**src/rtl/request_unit_if.sv**
```systemverilog
// Handshake bundle between the control unit / memory side and the request
// sequencer. The slave modport is the sequencer's view of the bundle.
interface request_unit_if;
  // Control-unit decode and memory hit strobes
  logic iMemRe;
  logic dMemRe;
  logic dMemWr;
  logic Halt;
  logic iHit;
  logic dHit;
  // Sequencer outputs
  logic imemREN;
  logic dmemREN;
  logic dmemWEN;
  logic pcEn;
  logic halt;
  logic err;

  modport master (
    output iMemRe, dMemRe, dMemWr, Halt, iHit, dHit,
    input  imemREN, dmemREN, dmemWEN, pcEn, halt, err
  );

  modport slave (
    input  iMemRe, dMemRe, dMemWr, Halt, iHit, dHit,
    output imemREN, dmemREN, dmemWEN, pcEn, halt, err
  );
endinterface

```
**src/rtl/request_unit.sv**
```systemverilog
// Memory-request sequencer: one instruction fetch, then at most one data
// access per instruction. Each request is held until its hit; retirement is
// signalled by a single-cycle pcEn. Also counts stall cycles and flags hung
// (timed-out) or illegal (load+store) data requests.
module request_unit #(
  parameter int CNT_W   = 32,
  parameter int TIMEOUT = 1024
) (
  input  logic             CLK,
  input  logic             RST,
  request_unit_if.slave    bus,
  output logic [CNT_W-1:0] stall_cnt
);

  // Wait counter only needs to reach TIMEOUT-1; it parks there once err fires.
  localparam int              WAIT_W    = (TIMEOUT > 1) ? $clog2(TIMEOUT) : 1;
  localparam logic [WAIT_W-1:0] WAIT_LAST = WAIT_W'(TIMEOUT - 1);

  typedef enum logic [1:0] {
    S_FETCH  = 2'd0,
    S_DATA   = 2'd1,
    S_HALTED = 2'd2
  } state_t;

  state_t            r_state;
  logic              r_dmem_ren;
  logic              r_dmem_wen;
  logic              r_halt;
  logic              r_err;
  logic [CNT_W-1:0]  r_stall_cnt;
  logic [WAIT_W-1:0] r_wait;

  state_t            w_state_next;
  logic              w_dmem_ren_next;
  logic              w_dmem_wen_next;
  logic              w_halt_next;
  logic              w_err_next;
  logic              w_stall;
  logic [CNT_W-1:0]  w_stall_cnt_next;
  logic [WAIT_W-1:0] w_wait_next;
  logic              w_imem_ren;
  logic              w_pc_en;

  // State register; reset returns to FETCH regardless of where we are.
  always_ff @(posedge CLK) begin
    if (RST) r_state <= S_FETCH;
    else     r_state <= w_state_next;
  end

  // Next-state, request and retirement decode.
  always_comb begin
    w_state_next    = r_state;
    w_dmem_ren_next = r_dmem_ren;
    w_dmem_wen_next = r_dmem_wen;
    w_halt_next     = r_halt;
    w_err_next      = r_err;
    w_wait_next     = r_wait;
    w_stall         = 1'b0;
    w_imem_ren      = 1'b0;
    w_pc_en         = 1'b0;

    case (r_state)
      S_FETCH: begin
        w_imem_ren = bus.iMemRe;
        if (bus.iHit) begin
          if (bus.Halt) begin
            // HALT wins over any data op decoded alongside it.
            w_state_next = S_HALTED;
            w_halt_next  = 1'b1;
          end else if (bus.dMemWr) begin
            // Load+store together is illegal; it proceeds as a store.
            w_state_next    = S_DATA;
            w_dmem_wen_next = 1'b1;
            w_dmem_ren_next = 1'b0;
            if (bus.dMemRe) w_err_next = 1'b1;
          end else if (bus.dMemRe) begin
            w_state_next    = S_DATA;
            w_dmem_ren_next = 1'b1;
            w_dmem_wen_next = 1'b0;
          end else begin
            // No data phase: retire in the fetch-hit cycle.
            w_pc_en = 1'b1;
          end
        end else begin
          w_stall = bus.iMemRe;
        end
      end

      S_DATA: begin
        if (bus.dHit) begin
          w_pc_en         = 1'b1;
          w_dmem_ren_next = 1'b0;
          w_dmem_wen_next = 1'b0;
          w_wait_next     = '0;
          w_state_next    = S_FETCH;
        end else begin
          // Keep waiting even after the timeout is flagged; no abort.
          w_stall = 1'b1;
          if (r_wait == WAIT_LAST) w_err_next  = 1'b1;
          else                     w_wait_next = r_wait + WAIT_W'(1);
        end
      end

      S_HALTED: begin
        // Absorbing: nothing moves until reset.
      end

      default: begin
        w_state_next    = S_FETCH;
        w_dmem_ren_next = 1'b0;
        w_dmem_wen_next = 1'b0;
      end
    endcase

    // Saturating stall counter.
    if (w_stall && (r_stall_cnt != {CNT_W{1'b1}}))
      w_stall_cnt_next = r_stall_cnt + CNT_W'(1);
    else
      w_stall_cnt_next = r_stall_cnt;
  end

  // Registered request lines, sticky flags and counters.
  always_ff @(posedge CLK) begin
    if (RST) begin
      r_dmem_ren  <= 1'b0;
      r_dmem_wen  <= 1'b0;
      r_halt      <= 1'b0;
      r_err       <= 1'b0;
      r_stall_cnt <= '0;
      r_wait      <= '0;
    end else begin
      r_dmem_ren  <= w_dmem_ren_next;
      r_dmem_wen  <= w_dmem_wen_next;
      r_halt      <= w_halt_next;
      r_err       <= w_err_next;
      r_stall_cnt <= w_stall_cnt_next;
      r_wait      <= w_wait_next;
    end
  end

  assign bus.imemREN = w_imem_ren;
  assign bus.dmemREN = r_dmem_ren;
  assign bus.dmemWEN = r_dmem_wen;
  assign bus.pcEn    = w_pc_en;
  assign bus.halt    = r_halt;
  assign bus.err     = r_err;
  assign stall_cnt   = r_stall_cnt;

endmodule

```
**src/flat_wrapper.sv**
```systemverilog
// flat-port wrapper written by rule: the top's interface ports become plain ports
module request_unit_flat 
#(
  parameter int CNT_W   = 32,
  parameter int TIMEOUT = 1024
)
  (CLK, RST, stall_cnt, bus_iMemRe, bus_dMemRe, bus_dMemWr, bus_Halt, bus_iHit, bus_dHit, bus_imemREN, bus_dmemREN, bus_dmemWEN, bus_pcEn, bus_halt, bus_err);
  request_unit_if bus_i ();
  input  logic CLK;
  input  logic RST;
  output logic [CNT_W-1:0] stall_cnt;
  input wire logic [$bits(bus_i.iMemRe)-1:0] bus_iMemRe;
  input wire logic [$bits(bus_i.dMemRe)-1:0] bus_dMemRe;
  input wire logic [$bits(bus_i.dMemWr)-1:0] bus_dMemWr;
  input wire logic [$bits(bus_i.Halt)-1:0] bus_Halt;
  input wire logic [$bits(bus_i.iHit)-1:0] bus_iHit;
  input wire logic [$bits(bus_i.dHit)-1:0] bus_dHit;
  output wire logic [$bits(bus_i.imemREN)-1:0] bus_imemREN;
  output wire logic [$bits(bus_i.dmemREN)-1:0] bus_dmemREN;
  output wire logic [$bits(bus_i.dmemWEN)-1:0] bus_dmemWEN;
  output wire logic [$bits(bus_i.pcEn)-1:0] bus_pcEn;
  output wire logic [$bits(bus_i.halt)-1:0] bus_halt;
  output wire logic [$bits(bus_i.err)-1:0] bus_err;
  assign bus_i.iMemRe = bus_iMemRe;
  assign bus_i.dMemRe = bus_dMemRe;
  assign bus_i.dMemWr = bus_dMemWr;
  assign bus_i.Halt = bus_Halt;
  assign bus_i.iHit = bus_iHit;
  assign bus_i.dHit = bus_dHit;
  assign bus_imemREN = bus_i.imemREN;
  assign bus_dmemREN = bus_i.dmemREN;
  assign bus_dmemWEN = bus_i.dmemWEN;
  assign bus_pcEn = bus_i.pcEn;
  assign bus_halt = bus_i.halt;
  assign bus_err = bus_i.err;
  request_unit #(.CNT_W(CNT_W), .TIMEOUT(TIMEOUT)) u_core (.CLK(CLK), .RST(RST), .bus(bus_i), .stall_cnt(stall_cnt));
endmodule
```
**config.mk**
```make
export PLATFORM = sky130hd
export DESIGN_NAME = request_unit_flat
export DESIGN_NICKNAME = d
export VERILOG_FILES = /design/src/rtl/request_unit_if.sv /design/src/rtl/request_unit.sv /design/src/flat_wrapper.sv
export SDC_FILE = /design/constraint.sdc
export NUM_CORES = 1
export LEC_CHECK = 0
export ABC_AREA = 1
export BUFFER_PORTS_ARGS = -buffer_cell sky130_fd_sc_hd__buf_2
export CAP_MARGIN = 25
export CORE_MARGIN = 1.5
export CORE_UTILIZATION = 35
export DETAILED_ROUTE_END_ITERATION = 6
export GPL_ROUTABILITY_DRIVEN = 0
export HOLD_SLACK_MARGIN = 0.1
export PLACE_DENSITY = 0.59
export SETUP_SLACK_MARGIN = 0.5
export SLEW_MARGIN = 20
export SYNTH_ARGS = -nofsm -noshare
export SYNTH_HDL_FRONTEND = slang
export SYNTH_SLANG_ARGS = --single-unit
```
**constraint.sdc**
```tcl
create_clock -name CLK -period 1.5 [get_ports CLK]
set_input_delay 0.075 -clock CLK [delete_from_list [all_inputs] [get_ports CLK]]
set_output_delay 0.075 -clock CLK [all_outputs]
set_load 0.02 [all_outputs]
```
# Word-level counts from Yosys, hierarchy flattened
# Cells that the tools add are included.
[word_totals] inputBits=8 out_inout_bits=38 register_bits=48
[op_classes] add_sub_neg=2 muxes=35 n_eq_ne=14 n_bitwise=1 n_reduce_logical=8
[op_table] op="adder 32 x 1 -> 32 bit, second input constant" n=1
[op_table] op="!= test 32 bit, second input constant" n=1
[op_table] op="2-to-1 mux 1 bit" n=22
[op_table] op="2-to-1 mux 10 bit" n=2
[op_table] op="!= test 2 bit, second input constant" n=7
[op_table] op="adder 10 x 1 -> 10 bit, second input constant" n=1
[op_table] op="equality test 10 bit, second input constant" n=1
[op_table] op="2-to-1 mux 2 bit" n=5
[op_table] op="AND reduction 7 bit" n=1
[op_table] op="one-hot mux 1 bit (2 select lines)" n=3
[op_table] op="one-hot mux 1 bit (3 select lines)" n=2
[op_table] op="one-hot mux 2 bit (3 select lines)" n=1
[op_table] op="AND reduction 5 bit" n=1
[op_table] op="!= test 4 bit, second input constant" n=1
[op_table] op="AND reduction 4 bit" n=1
[op_table] op="!= test 3 bit, second input constant" n=1
[op_table] op="AND reduction 3 bit" n=1
[op_table] op="equality test 2 x 1 -> 1 bit, second input constant" n=1
[op_table] op="equality test 2 bit, second input constant" n=1
[op_table] op="zero test 2 bit" n=1
[op_table] op="!= test 2 x 1 -> 1 bit, second input constant" n=1
[op_table] op="AND reduction 2 bit" n=1
[op_table] op="nonzero test 2 bit" n=1
[op_table] op="logical AND 1 bit" n=1
[op_table] op="inverter 1 bit" n=1

# Longest topological paths before layout
[depth] depth_word=5 depth_mapped=11 mapped_depth_nobuf=10

# Least setup slack after synthesis
# Ideal clock, no wire load.
[synth_path] path_kind="register to register" start="register u_core.r_stall_cnt[0] (netlist: u_core.stall_cnt[0])" end="register u_core.r_stall_cnt[9] (netlist: u_core.stall_cnt[9])" arrival_ns=1.794 path_buffers=2 slack_ns=-0.364 path_stages_with_launch=12 period_less_slack_ns=1.864 path_cell_list="dfxtp_1 ha_1 nand2_2 nor2_4 nand2_4 nor2_8 nand2_4 nand2_4 buf_12 buf_12 nand2_1 a21oi_2"
[synth_between] elab_chain_len=2 word_cells_on_any_way=3
[synth_lines] element="start: declaration" line="request_unit.sv:30" rtl="logic [CNT_W-1:0] r_stall_cnt;"
[synth_lines] element="start signal: assignment" line="request_unit.sv:136" rtl="r_stall_cnt <= w_stall_cnt_next;"
[synth_lines] element="branches (longest 2 deep; another with adder 32 x 1 -> 32 bit)"
# Several ways; the timed one is not identified.
# A chain may end at the register's enable or synchronous reset.

# Worst setup path in the final report
[layout_path] start="register u_core.r_stall_cnt[0] (netlist: u_core.stall_cnt[0])" end="register u_core.r_stall_cnt[18] (netlist: u_core.stall_cnt[18])"
# Same word-level chain as after synthesis.

==> impl_metrics.ini <==
[hold_path]
hold_path_class = primary input to flop

[routing]
vias_per_cell = 4.83
postRouteAntennaNets = 0
wl_per_cell_um = 13.5
drt-initial-drc-count = 107
vias = 3421
drc_errors = 0
firstDrtPassIters = 4
drt_wl_total_mm = 9.59

[place]
hpwl_mm = 6.41
io_buffers = 45

[power_and_ir_drop]
power-per-cell-area_nw_per_um2 = 573
seqPwrFrac = 0.458
pwr-share-comb = 0.167
intPower_mw = 2.06
leakagePower_nw = 2.00
swShare = 0.276
p_sw_mw = 0.786
clkPwrFrac = 0.374
vdd_ir_drop_max_uv = 371

[critical_path]
critPathArrivalTime_ns = 1.71
worstPathRequired_ns = 1.69
worst-setup-path-type = flop to flop
endpoint_kind = flop
startpoint_type = flop
cp_max_fo = 3

[clock_tree]
clockBufferDepth = 2
cts_tree = yes
cts_htree_levels = 2
numCtsBuffers = 5
numClockSinks = 48
path_clk_slew_ns = 0.09
clockRootBuffer = clkbuf_8
clk_latency_ns = 0.30

[sta]
report.final.slew_viol_count = 0
fin_ws_ns = -0.0243
hold_viol = 0
setup_viol = 8
min_period_ns = 1.52
setup-tns-final_ns = -0.0722
relSlewSlack = 0.764
worst_pin_slew_ns = 0.352
fmax_mhz = 656
finalClockSkew_ns = 0.00554
rsz0062_at_grt = yes
fin_crit_sh = 1.02

[cells_and_area]
area_growth_syn_to_layout_pct = 63.6
final_util = 0.599
nets = 613
drive_above_1_share = 0.507
insertedDiodeCount = 0
nFillCells = 768

[synth]
seq_area_frac_synth = 0.316
synth_top_family_by_area = simple AND/OR/NAND/NOR gates
synth_warnings = 0
synth_area_um2 = 3040
synth_nets = 491
synth_xor_area_frac = 0.0432
synth_edf_count = 0
muxShareOfSynthArea = 0
synth-adder-area-share = 0.00823
ys_ff_latch = 48
async_flop_share = 0
ys.flop_type = dfxtp_1
synthCells = 481
syn_area_per_cell_um2 = 6.32
synth-simple-area-share = 0.427
ys_types = 28
synth_compound_gate_area_share = 0.108

[global_route]
grt_antenna_before_repair = 0
grt_max_degree = 26
grt_pass1_vias = 3408
gr-total-overflow = 0
grt_pass1_wl_mm = 15.4
grt_usage = 0.212

[status]
status = finished, violations left
violations = negative setup slack

[die]
io_pins = 46
chipWidth_um = 96.2
core_area_um2 = 8300
design.die.area_um2 = 9260
fp.dieH_um = 96.2
rows = 33
start_util = 0.366

[flow_run]
drv_cap = 0
power by group through the flow:
stage	registers, mW	clock network [mW]	logic, mW
floorplan	1.36	0	0.211
global placement	1.34	0	0.308
detailed placement	1.34	0	0.312
CTS	1.31	1.09	0.423
global route	1.31	1.15	0.509
finish	1.31	1.07	0.477
metal layers:
metal / up-vias / track usage / share of wire / routed length, um
met5: - / 0 / 0 / 0
met4: 0 / 0.0613 / 0.015 / 144
met3: 11 / 0.0340 / 0.038 / 366
met2: 68 / 0.376 / 0.51 / 4860
met1: 1599 / 0.263 / 0.44 / 4210
li1: 1743 / - / - / -
metrics by stage:
stage	std cells	cell area [um^2]	hold slack, ns	power (mW)	setup slack [ns]
3_5_place_dp	682	3910	0.384	1.66	-0.104
6_report	708	4970	0.0966	2.85	-0.0243
2_1_floorplan	481	3190	0.209	1.58	-0.111
3_3_place_gp	682	3910	0.366	1.65	-0.0821
4_1_cts	703	4620	0.0847	2.83	0.00456
5_1_grt	708	4970	0.121	2.97	-0.144
layout by cell type, fill, tap and decap left out, drive strengths merged:
cell,synthesis,layout
buf,6,123
clkbuf,5,7
nand4,9,9
nor3,5,5
o21ai,11,11
nand3,24,24
inv,54,54
o31ai,1,1
xnor2,5,5
a21oi,38,38
dlygate4sd3,0,2
and3,1,1
nor2,79,79
ha,2,2
bufinv,0,1
xor2,10,10
nand2,182,182
nand3b,1,1
dfxtp,48,48
cell type report:
cell class	instances	area, um^2	area share
Clock buffer	6	93.8	0.0189
Inverter	54	218	0.0438
Tap cell	105	131	0.0264
Sequential cell	48	1030	0.207
Timing Repair Buffer	126	1230	0.247
Multi-Input combinational cell	368	2240	0.450
Clock inverter	1	30.0	0.00604
timing repair:
item                                    in CTS  in global routing
hold endpoints to repair                     5                  0
hold buffers                                 2                  0
endpoints found under the setup margin      77                 79
cloned                                       0                  1
pin swaps                                   23                 25
resized for setup                          161                 88
setup buffers                               12                  4
registers in the layout (all words and copies together), names as in the netlist:
signal / flops
u_core.r_wait: 10
u_core.bus.err: 1
u_core.bus.dmemREN: 1
u_core.bus.dmemWEN: 1
u_core.r_state: 2
u_core.stall_cnt: 32
u_core.bus.halt: 1
kinds of logic after synthesis:
family,count (synthesis)
AO/OA/AOI/OAI,50
buffers and inverters,65
flip-flops,48
adder cells (fa/ha/maj),2
XOR/XNOR,15
AND/OR/NAND/NOR,301
synth_stat cells, types with 2 or more instances:
master,number,area (um^2)
buf_4,2,15.0
o21ai_0,11,55.1
dfxtp_1,48,961
xnor2_1,5,43.8
a21oi_2,20,175
inv_1,53,199
clkbuf_1,5,18.8
nand2_4,3,33.8
a21oi_1,18,90.1
nor3_1,4,20.0
nand4_1,9,56.3
ha_1,2,25.0
xor2_1,10,87.6
nand3_1,24,120
nor2_1,73,274
nand2_2,11,68.8
buf_12,2,40.0
nand2_1,168,631
nor2_4,4,45.0
worst max-delay path, stage by stage (launching register included):
cell and delay (ns):
dfxtp_4 0.37, ha_4 0.14, nand2_4 0.05, nor2_4 0.14, buf_6 0.13, nand3b_1 0.18
nor2_2 0.17, nand4_1 0.11, nand2_1 0.08, nor2_1 0.04
worst paths after layout:
path / from / to / slack [ns] / cells past startpoint
max: u_core.stall_cnt[0] / u_core.stall_cnt[18] / -0.02 / 9
min: bus_dMemWr / u_core.bus.dmemREN / 0.1 / 4
max reg2reg: u_core.stall_cnt[0] / u_core.stall_cnt[18] / -0.02 / 9
min reg2reg: u_core.bus.dmemWEN / u_core.bus.dmemWEN / 0.46 / 2
No activity file was read; power rests on OpenSTA's default activity.
